### config.mk
export PLATFORM = sky130hd
export DESIGN_NAME = decoder_seq
export DESIGN_NICKNAME = d
export VERILOG_FILES = /design/src/rtl/decoder_pkg.sv /design/src/rtl/onehot_decode.sv /design/src/rtl/decoder_seq.sv
export SDC_FILE = /design/constraint.sdc
export NUM_CORES = 1
export LEC_CHECK = 0
export ABC_AREA = 1
export CORE_MARGIN = 2
export CORE_UTILIZATION = 50
export CTS_BUF_LIST = sky130_fd_sc_hd__clkbuf_4 sky130_fd_sc_hd__clkbuf_8
export DETAILED_ROUTE_END_ITERATION = 16
export PLACE_DENSITY = 0.79
export SYNTH_ARGS = -nofsm -noshare
export SYNTH_HDL_FRONTEND = slang
export SYNTH_SLANG_ARGS = --single-unit
export TNS_END_PERCENT = 30
### constraint.sdc
create_clock -name clk -period 4.3 [get_ports clk]
set_input_delay 1.075 -clock clk [delete_from_list [all_inputs] [get_ports clk]]
set_output_delay 1.075 -clock clk [all_outputs]
set_load 0.03 [all_outputs]
### src/rtl/decoder_pkg.sv
// decoder_pkg: mode encodings and FSM state type shared by the sequenced decoder
package decoder_pkg;
  localparam logic [1:0] MODE_DIRECT = 2'b00;
  localparam logic [1:0] MODE_SCAN   = 2'b01;
  localparam logic [1:0] MODE_SWEEP  = 2'b10;
  localparam logic [1:0] MODE_OFF    = 2'b11;
  typedef enum logic [1:0] {IDLE, DIRECT, SCAN, SWEEP} state_t;
endpackage

### src/rtl/onehot_decode.sv
// onehot_decode: combinational SEL_W-to-2^SEL_W one-hot decoder, all zeros when disabled
module onehot_decode #(
  parameter int SEL_W = 2
) (
  input  logic                  i_en,
  input  logic [SEL_W-1:0]      i_sel,
  output logic [2**SEL_W-1:0]   o_out
);
  localparam int N_OUT = 2**SEL_W;
  assign o_out = i_en ? {{(N_OUT-1){1'b0}}, 1'b1} << i_sel : '0;
endmodule

### src/rtl/decoder_seq.sv
// decoder_seq: registered one-hot decoder with direct, scan and one-shot sweep modes
module decoder_seq
  import decoder_pkg::*;
#(
  parameter int SEL_W = 2,
  parameter int DWELL = 4
) (
  input  logic                clk,
  input  logic                rst_n,
  input  logic                i_en,
  input  logic [1:0]          i_mode,
  input  logic [SEL_W-1:0]    i_sel,
  input  logic                i_start,
  output logic [2**SEL_W-1:0] o_out,
  output logic [SEL_W-1:0]    o_idx,
  output logic                o_busy,
  output logic                o_done
);
  localparam int N_OUT = 2**SEL_W;
  localparam int CW = $clog2(DWELL) + 1;
  localparam logic [CW-1:0] CNT_MAX = CW'(DWELL - 1);
  state_t r_state, w_state_nxt;
  logic [CW-1:0] r_cnt, w_cnt_nxt;
  logic [SEL_W-1:0] r_idx, w_idx_nxt;
  logic [N_OUT-1:0] r_out, w_out_nxt;
  logic r_busy, r_done, w_done_nxt;
  logic w_off, w_wrap, w_end, w_cont, w_on;
  assign w_off  = !i_en || i_mode == MODE_OFF;
  assign w_wrap = r_cnt == CNT_MAX;
  assign w_end  = r_state == SWEEP && w_wrap && r_idx == {SEL_W{1'b1}};
  assign w_on   = w_state_nxt != IDLE;
  // State register
  always_ff @(posedge clk or negedge rst_n) begin
    if (!rst_n) r_state <= IDLE;
    else        r_state <= w_state_nxt;
  end
  // Next state: off wins, then mode; a sweep runs to completion unless mode changes
  always_comb begin
    w_state_nxt = w_off                   ? IDLE   :
                  i_mode == MODE_DIRECT   ? DIRECT :
                  i_mode == MODE_SCAN     ? SCAN   :
                  r_state == SWEEP        ? (w_end ? IDLE : SWEEP) :
                  i_start                 ? SWEEP  : IDLE;
  end
  // Next outputs: staying in scan/sweep advances the dwell, any entry restarts at index 0
  always_comb begin
    w_cont     = w_state_nxt == r_state && (r_state == SCAN || r_state == SWEEP);
    w_cnt_nxt  = (w_cont && !w_wrap) ? r_cnt + 1'b1 : '0;
    w_idx_nxt  = w_state_nxt == DIRECT ? i_sel :
                 w_cont               ? r_idx + SEL_W'(w_wrap) : '0;
    w_done_nxt = !w_off && i_mode == MODE_SWEEP && w_end;
  end
  onehot_decode #(.SEL_W(SEL_W)) u_dec (
    .i_en  (w_on),
    .i_sel (w_idx_nxt),
    .o_out (w_out_nxt)
  );
  // Datapath registers: dwell counter, index and the glitch-free output flops
  always_ff @(posedge clk or negedge rst_n) begin
    if (!rst_n) begin
      r_cnt  <= '0;
      r_idx  <= '0;
      r_out  <= '0;
      r_busy <= 1'b0;
      r_done <= 1'b0;
    end else begin
      r_cnt  <= w_cnt_nxt;
      r_idx  <= w_idx_nxt;
      r_out  <= w_out_nxt;
      r_busy <= w_state_nxt == SWEEP;
      r_done <= w_done_nxt;
    end
  end
  assign o_out  = r_out;
  assign o_idx  = r_idx;
  assign o_busy = r_busy;
  assign o_done = r_done;
endmodule
==> results.md, run 1 <==
- Status: finished clean
- Synth area leader: dfrtp_1
- Die height: 40.42 um
- Max incr delay on CP: 690 ps
- Fin Clk Skew: 3.837 ps
- Clock Pin Slew Worst Setup and Hold Paths: 80 ps
- P_sw: 66.49 uW
- Dominant cell by count in the synthesized netlist: dfrtp_1
- Final HPWL DP: 894.6 um
- XOR/XNOR Fraction of Synth Area: 1.321%
- Avg WL per Cell: 11.32 um
- Postcts setup bufs: 0
- Synth Instances: 66
- Clock Latency Late Sink: 280 ps
- Setup CP Type: reg -> out
- Final net count: 97
- Total Wirelength: 1.132 mm
- Post-synth EDFFs: 0
- Crit share post-route: 56.45%
- Worst slew margin: 62.31%
- Pwr/cell area: 292.0 nW/um^2
- First-pass DRT Iterations: 3
- Io pins: 16
- CP required: 3220 ps
- Die Area: 1634 sq um
- Overflow after GRT: 0
- Count of cell types in the netlist: 17
- Pin count of the biggest net entering global routing: 14
- # resized after CTS: 0
- Seq cells post-synth: 13
- Switching part of the total: 26.41%
- Simple-gate share of the synthesized area: 36.60%
- CP Buf/Inv Count: 1
- Synth Area in Compound Gates: 0%
- Layout cell share with drive strength beyond 1: 30.59%
- Post-route DRC: 0
- Fmax: 412.0 MHz
- Worst hold slack: 444.8 ps
- Synth Cell Area: 663.1 sq um
- RSZ-0062 raised after global routing: false
- Top_reg_cell synth: dfrtp_1
- Initial antenna violation count: 0
- Final Hold Violating Endpoints: 0
- Routability cong.: 0.8056
- Synth area leaders: dfrtp_1, nand3_2, ha_1, inv_1, nand2_4
- Crit path max-delay family: buffers and inverters
- VDD IR max: 0.1984 mV
- Post-route ant nets: 0
- CP startpoint kind: flop
- Clk pwr share: 33.1%
- Post-synthesis sequential area ratio: 49.06%
- Root buf cell: clkbuf_4
- # diodes: 0
- Via density: 4.600
- CTS H-Tree Depth: 1
- Global-route usage over all layers: 19.49%
- Seq pwr share: 51.0%
- Hold/Removal Path Class: reg -> reg
- CTS Sinks: 13
- Drt initial violations: 10
- Std-Cell Rows: 13
- Filler instances: 105
- Logic pwr share: 15.9%
- # setup viols final: 0
- First-pass GRT wire length: 1.932 mm
- Setup TNS Final: 0 ps
- Int Pwr: 185.3 uW
- Largest family of logic cells by synthesized area: simple AND/OR/NAND/NOR gates
- Worst setup EP type: output pin
- Area growth, synth to finish: 30.00%
- Syn Nets: 77
- Synth warnings: 0
- Crit-path max FO: 3
- Synth cell count leaders: dfrtp_1, inv_1, nand2_1
- Hold_buf cts: 0
- Final core area utilization: 67.95%
- Slowest CP cell: clkdlybuf4s50_1
- Via count: 460
- Post-synthesis mux area share: 0%
- Final Max Slew Viols: 0
- Max Buffers Root-to-Sink: 2
- Initial Util: 52.27%
- Die Width: 40.42 um
- CTS tree: built
- Core Area: 1269 sq um
- Num CTS Buffers: 3
- Vias in the first global route: 449
- Ys async rst share: 100.0%
- Min Tclk post-route: 2427 ps
- Critical path cell sequence: clkdlybuf4s50_1
- Final Total Pwr: 251.7 uW
- Tightest Pin Transition: 563.6 ps
- Leakage: 0.0004477 uW
- Port Buffers: 15
- Top-area cell type share of the netlist area: 49.06%
- Synthesized area per cell: 10.05 sq um
- Data arrival time of the worst path: 1350 ps
- Max-Cap Viols: 0
- Adder-Cell Fraction of Synth Area: 5.660%
-- cell families (layout without fill, tap and decap cells) --
family                     Yosys count  count (layout)
buffers and inverters               13              32
xor gates and xnor gates             1               1
adders and majority gates            3               3
DFF                                 13              13
and+or+nand+nor                     36              36
-- power groups by stage --
stage	registers [uW]	clock network, uW	logic, uW
2_1_floorplan	136	0	16.3
3_3_place_gp	131	0	39.3
3_5_place_dp	131	0	40.4
4_1_cts	128	85.1	40.5
5_1_grt	129	91.7	44.3
6_report	128	83.4	40.0
-- final cells by class --
cell class | instances | area (sq um) | share of cell area, %
clock buffer | 4 | 30.03 | 3.483
inverter | 13 | 48.80 | 5.660
multi-input combinational | 40 | 289.0 | 33.53
sequential | 13 | 325.3 | 37.74
tap | 15 | 18.77 | 2.177
timing repair buffer | 15 | 150.1 | 17.42
-- registers in the layout (all words and copies together) (netlist names) --
signal and count:
r_cnt 3, o_out 4, r_state 2, o_done 1, o_busy 1, o_idx 2
-- stage by stage --
| step | instance area [sq um] | cells | setup WS, ps |
|---|---|---|---|
| final | 862.1 | 100 | 1873 |
| after global routing | 862.1 | 100 | 1817 |
| after CTS | 862.1 | 100 | 1860 |
| after detailed placement | 832.0 | 96 | 1708 |
| after global placement | 832.0 | 96 | 1752 |
| after floorplan | 663.1 | 66 | 2414 |
-- cells in the final DEF (no fill, tap or decap) --
| master | Yosys | final |
|---|---|---|
| nor2_4 | 2 | 2 |
| nor2_2 | 4 | 4 |
| ha_1 | 3 | 3 |
| clkdlybuf4s50_1 | 0 | 15 |
| nand3b_1 | 1 | 1 |
| clkbuf_4 | 0 | 4 |
| nand3_4 | 1 | 1 |
| dfrtp_1 | 13 | 13 |
| nand2_2 | 5 | 5 |
| nor3_1 | 1 | 1 |
| nand2_1 | 7 | 7 |
| inv_1 | 10 | 10 |
| nor2_1 | 6 | 6 |
| inv_2 | 3 | 3 |
| nand3_2 | 4 | 4 |
| nand2_4 | 3 | 3 |
| xor2_1 | 1 | 1 |
| nand4_1 | 1 | 1 |
| nand3_1 | 1 | 1 |
-- routing by layer --
metal | global-route usage (%) | routed length, um | vias up
met5 | 0 | 0 | -
met4 | 13.33 | 23 | 0
met3 | 8.889 | 54 | 2
met2 | 28.97 | 564 | 10
met1 | 22.03 | 490 | 210
li1 | - | - | 238
-- path summary, 6_finish.rpt --
path	slack, ps	depth (start not counted)	endpoint	start
worst max-delay path	1870	1	o_idx[0]	o_idx[0]$_DFF_PN0_
worst min-delay path	440	1	r_cnt[0]$_DFF_PN0_	r_cnt[0]$_DFF_PN0_
worst max register to register	2530	11	o_out[2]$_DFF_PN0_	r_cnt[0]$_DFF_PN0_
worst min register to register	440	1	r_cnt[0]$_DFF_PN0_	r_cnt[0]$_DFF_PN0_
max in group asynchronous	2780	1	o_idx[1]$_DFF_PN0_	rst_n
min in group asynchronous	1150	1	o_done$_DFF_PN0_	rst_n
Power figures use the tool's default switching activity.
==> run 2: changes to the inputs <==
--- a/config.mk
+++ b/config.mk
@@ -7,10 +7,10 @@
 export LEC_CHECK = 0
 export ABC_AREA = 1
 export CORE_MARGIN = 2
-export CORE_UTILIZATION = 50
+export CORE_UTILIZATION = 49
 export CTS_BUF_LIST = sky130_fd_sc_hd__clkbuf_4 sky130_fd_sc_hd__clkbuf_8
 export DETAILED_ROUTE_END_ITERATION = 16
-export PLACE_DENSITY = 0.79
+export PLACE_DENSITY = 0.78
 export SYNTH_ARGS = -nofsm -noshare
 export SYNTH_HDL_FRONTEND = slang
 export SYNTH_SLANG_ARGS = --single-unit
==> constraint.sdc (replaced) <==
create_clock -name clk -period 2.3 [get_ports clk]
set_input_delay 0.575 -clock clk [delete_from_list [all_inputs] [get_ports clk]]
set_output_delay 0.575 -clock clk [all_outputs]
set_load 0.03 [all_outputs]
==> results.md, run 2 (synthesis gave the netlist of run 1 again) <==
- Fin Clk Skew: 3.308 ps
- Layout cell share with drive strength beyond 1: 30.59%
- Root buf cell: clkbuf_4
- Post-route ant nets: 0
- CP startpoint kind: flop
- Pin count of the biggest net entering global routing: 14
- FF-to-FF setup slack: 610 ps
- Max Buffers Root-to-Sink: 2
- Most common cell after layout, fill and taps aside: clkdlybuf4s50_1
- Max incr delay on CP: 690 ps
- Top Layer Used: met4
- Global-route usage over all layers: 16.67%
- # setup viols final: 0
- Final net count: 97
- Status: finished clean
- Die height: 40.79 um
- Routed wire length on met2: 484 um
- CP Buf/Inv Count: 1
- Hold_buf cts: 0
- Met3 WL post-DR: 43 um
- R2R depth: 11
- Std-Cell Rows: 13
- Postcts setup bufs: 0
- Worst slew margin: 62.21%
- RSZ-0062 raised after global routing: false
- Logic pwr share: 15.9%
- Pwr/cell area: 540.2 nW/um^2
- Min-delay src: r_cnt[0]$_DFF_PN0_
- Drt initial violations: 3
- Int Pwr: 346.2 uW
- Min Tclk post-route: 1932 ps
- Filler instances: 116
- Via count: 460
- Total Wirelength: 1.031 mm
- Worst hold slack: 435.9 ps
- CTS Sinks: 13
- VDD IR max: 0.3625 mV
- Port Buffers: 15
- Num CTS Buffers: 3
- Slowest CP cell: clkdlybuf4s50_1
- Initial Util: 51.61%
- Avg WL per Cell: 10.31 um
- Hold EP: r_cnt[0]$_DFF_PN0_
- Crit-path max FO: 3
- Crit path max-delay family: buffers and inverters
- Clk pwr share: 32.6%
- Data arrival time of the worst path: 1360 ps
- Hold/Removal Path Class: reg -> reg
- Setup CP Type: reg -> out
- CTS tree: built
- Final Total Pwr: 465.7 uW
- Via density: 4.600
- Clock Pin Slew Worst Setup and Hold Paths: 80 ps
- Area growth, synth to finish: 30.00%
- First-pass DRT Iterations: 3
- RR Startpoint: r_cnt[0]$_DFF_PN0_
- WL met1: 474 um
- CP required: 1730 ps
- Die Area: 1663 sq um
- Die Width: 40.79 um
- Max-Cap Viols: 0
- Post-route DRC: 0
- Io pins: 16
- RR Endpoint: o_out[2]$_DFF_PN0_
- # resized after CTS: 0
- Tightest Pin Transition: 565.1 ps
- Critical path cell sequence: clkdlybuf4s50_1
- Switching part of the total: 25.65%
- Final Hold Violating Endpoints: 0
- Largest register FFs: 4
- Vias in the first global route: 441
- Leakage: 0.0004477 uW
- # diodes: 0
- Final Max Slew Viols: 0
- Clock Latency Late Sink: 270 ps
- CTS H-Tree Depth: 1
- First-pass GRT wire length: 1.711 mm
- P_sw: 119.5 uW
- Most frequent cells in the layout: clkdlybuf4s50_1, dfrtp_1, inv_1
- Crit share post-route: 84.00%
- Routability cong.: 0.7874
- Fmax: 517.6 MHz
- Seq pwr share: 51.5%
- Worst setup EP type: output pin
- Setup TNS Final: 0 ps
- Final HPWL DP: 809.8 um
- Overflow after GRT: 0
- Hold Path Depth: 1
- Initial antenna violation count: 0
- Core Area: 1285 sq um
[run 2: power groups by stage]
stage / combinational (uW) / clock (uW) / sequential (uW)
final: 74.0 / 152 / 240
after global routing: 81.4 / 168 / 241
after floorplan: 30.4 / 0 / 255
after detailed placement: 74.8 / 0 / 244
after global placement: 73.8 / 0 / 244
after CTS: 75.2 / 157 / 240
[run 2: layout make-up]
class                   count  area (sq um)  area share, %
clock buffers               4         30.03          3.483
inverters                  13         48.80          5.660
multi-input cells          40         289.0          33.53
flip-flops and latches     13         325.3          37.74
well taps                  15         18.77          2.177
repair buffers             15         150.1          17.42
[run 2: worst max path at each step]
stage,to,cells after the start,slack (ps),startpoint
3_3_place_gp,o_out[2]$_DFF_PN0_,11,300,i_mode[1]
3_5_place_dp,o_out[3]$_DFF_PN0_,10,280,i_en
4_1_cts,o_idx[0],1,360,o_idx[0]$_DFF_PN0_
6_report,o_idx[0],1,370,o_idx[0]$_DFF_PN0_
5_1_grt,o_idx[0],1,330,o_idx[0]$_DFF_PN0_
2_1_floorplan,o_out[2]$_DFF_PN0_,11,730,r_cnt[0]$_DFF_PN0_
[run 2: layer usage]
metal / GRT usage [%] / up-vias
li1: - / 238
met3: 6.522 / 4
met1: 18.79 / 207
met5: 0 / -
met4: 10.00 / 0
met2: 26.17 / 11
[run 2: per-stage QoR]
| step | cell area, sq um | worst slack (ps) | utilization (%) | instances |
|---|---|---|---|---|
| 6_report | 862.1 | 367.9 | 67.09 | 100 |
| 5_1_grt | 862.1 | 327.6 | 67.09 | 100 |
| 4_1_cts | 862.1 | 362.8 | 67.09 | 100 |
| 3_5_place_dp | 832.0 | 283.0 | 64.75 | 96 |
| 3_3_place_gp | 832.0 | 298.1 | 64.75 | 96 |
| 2_1_floorplan | 663.1 | 733.7 | - | 66 |
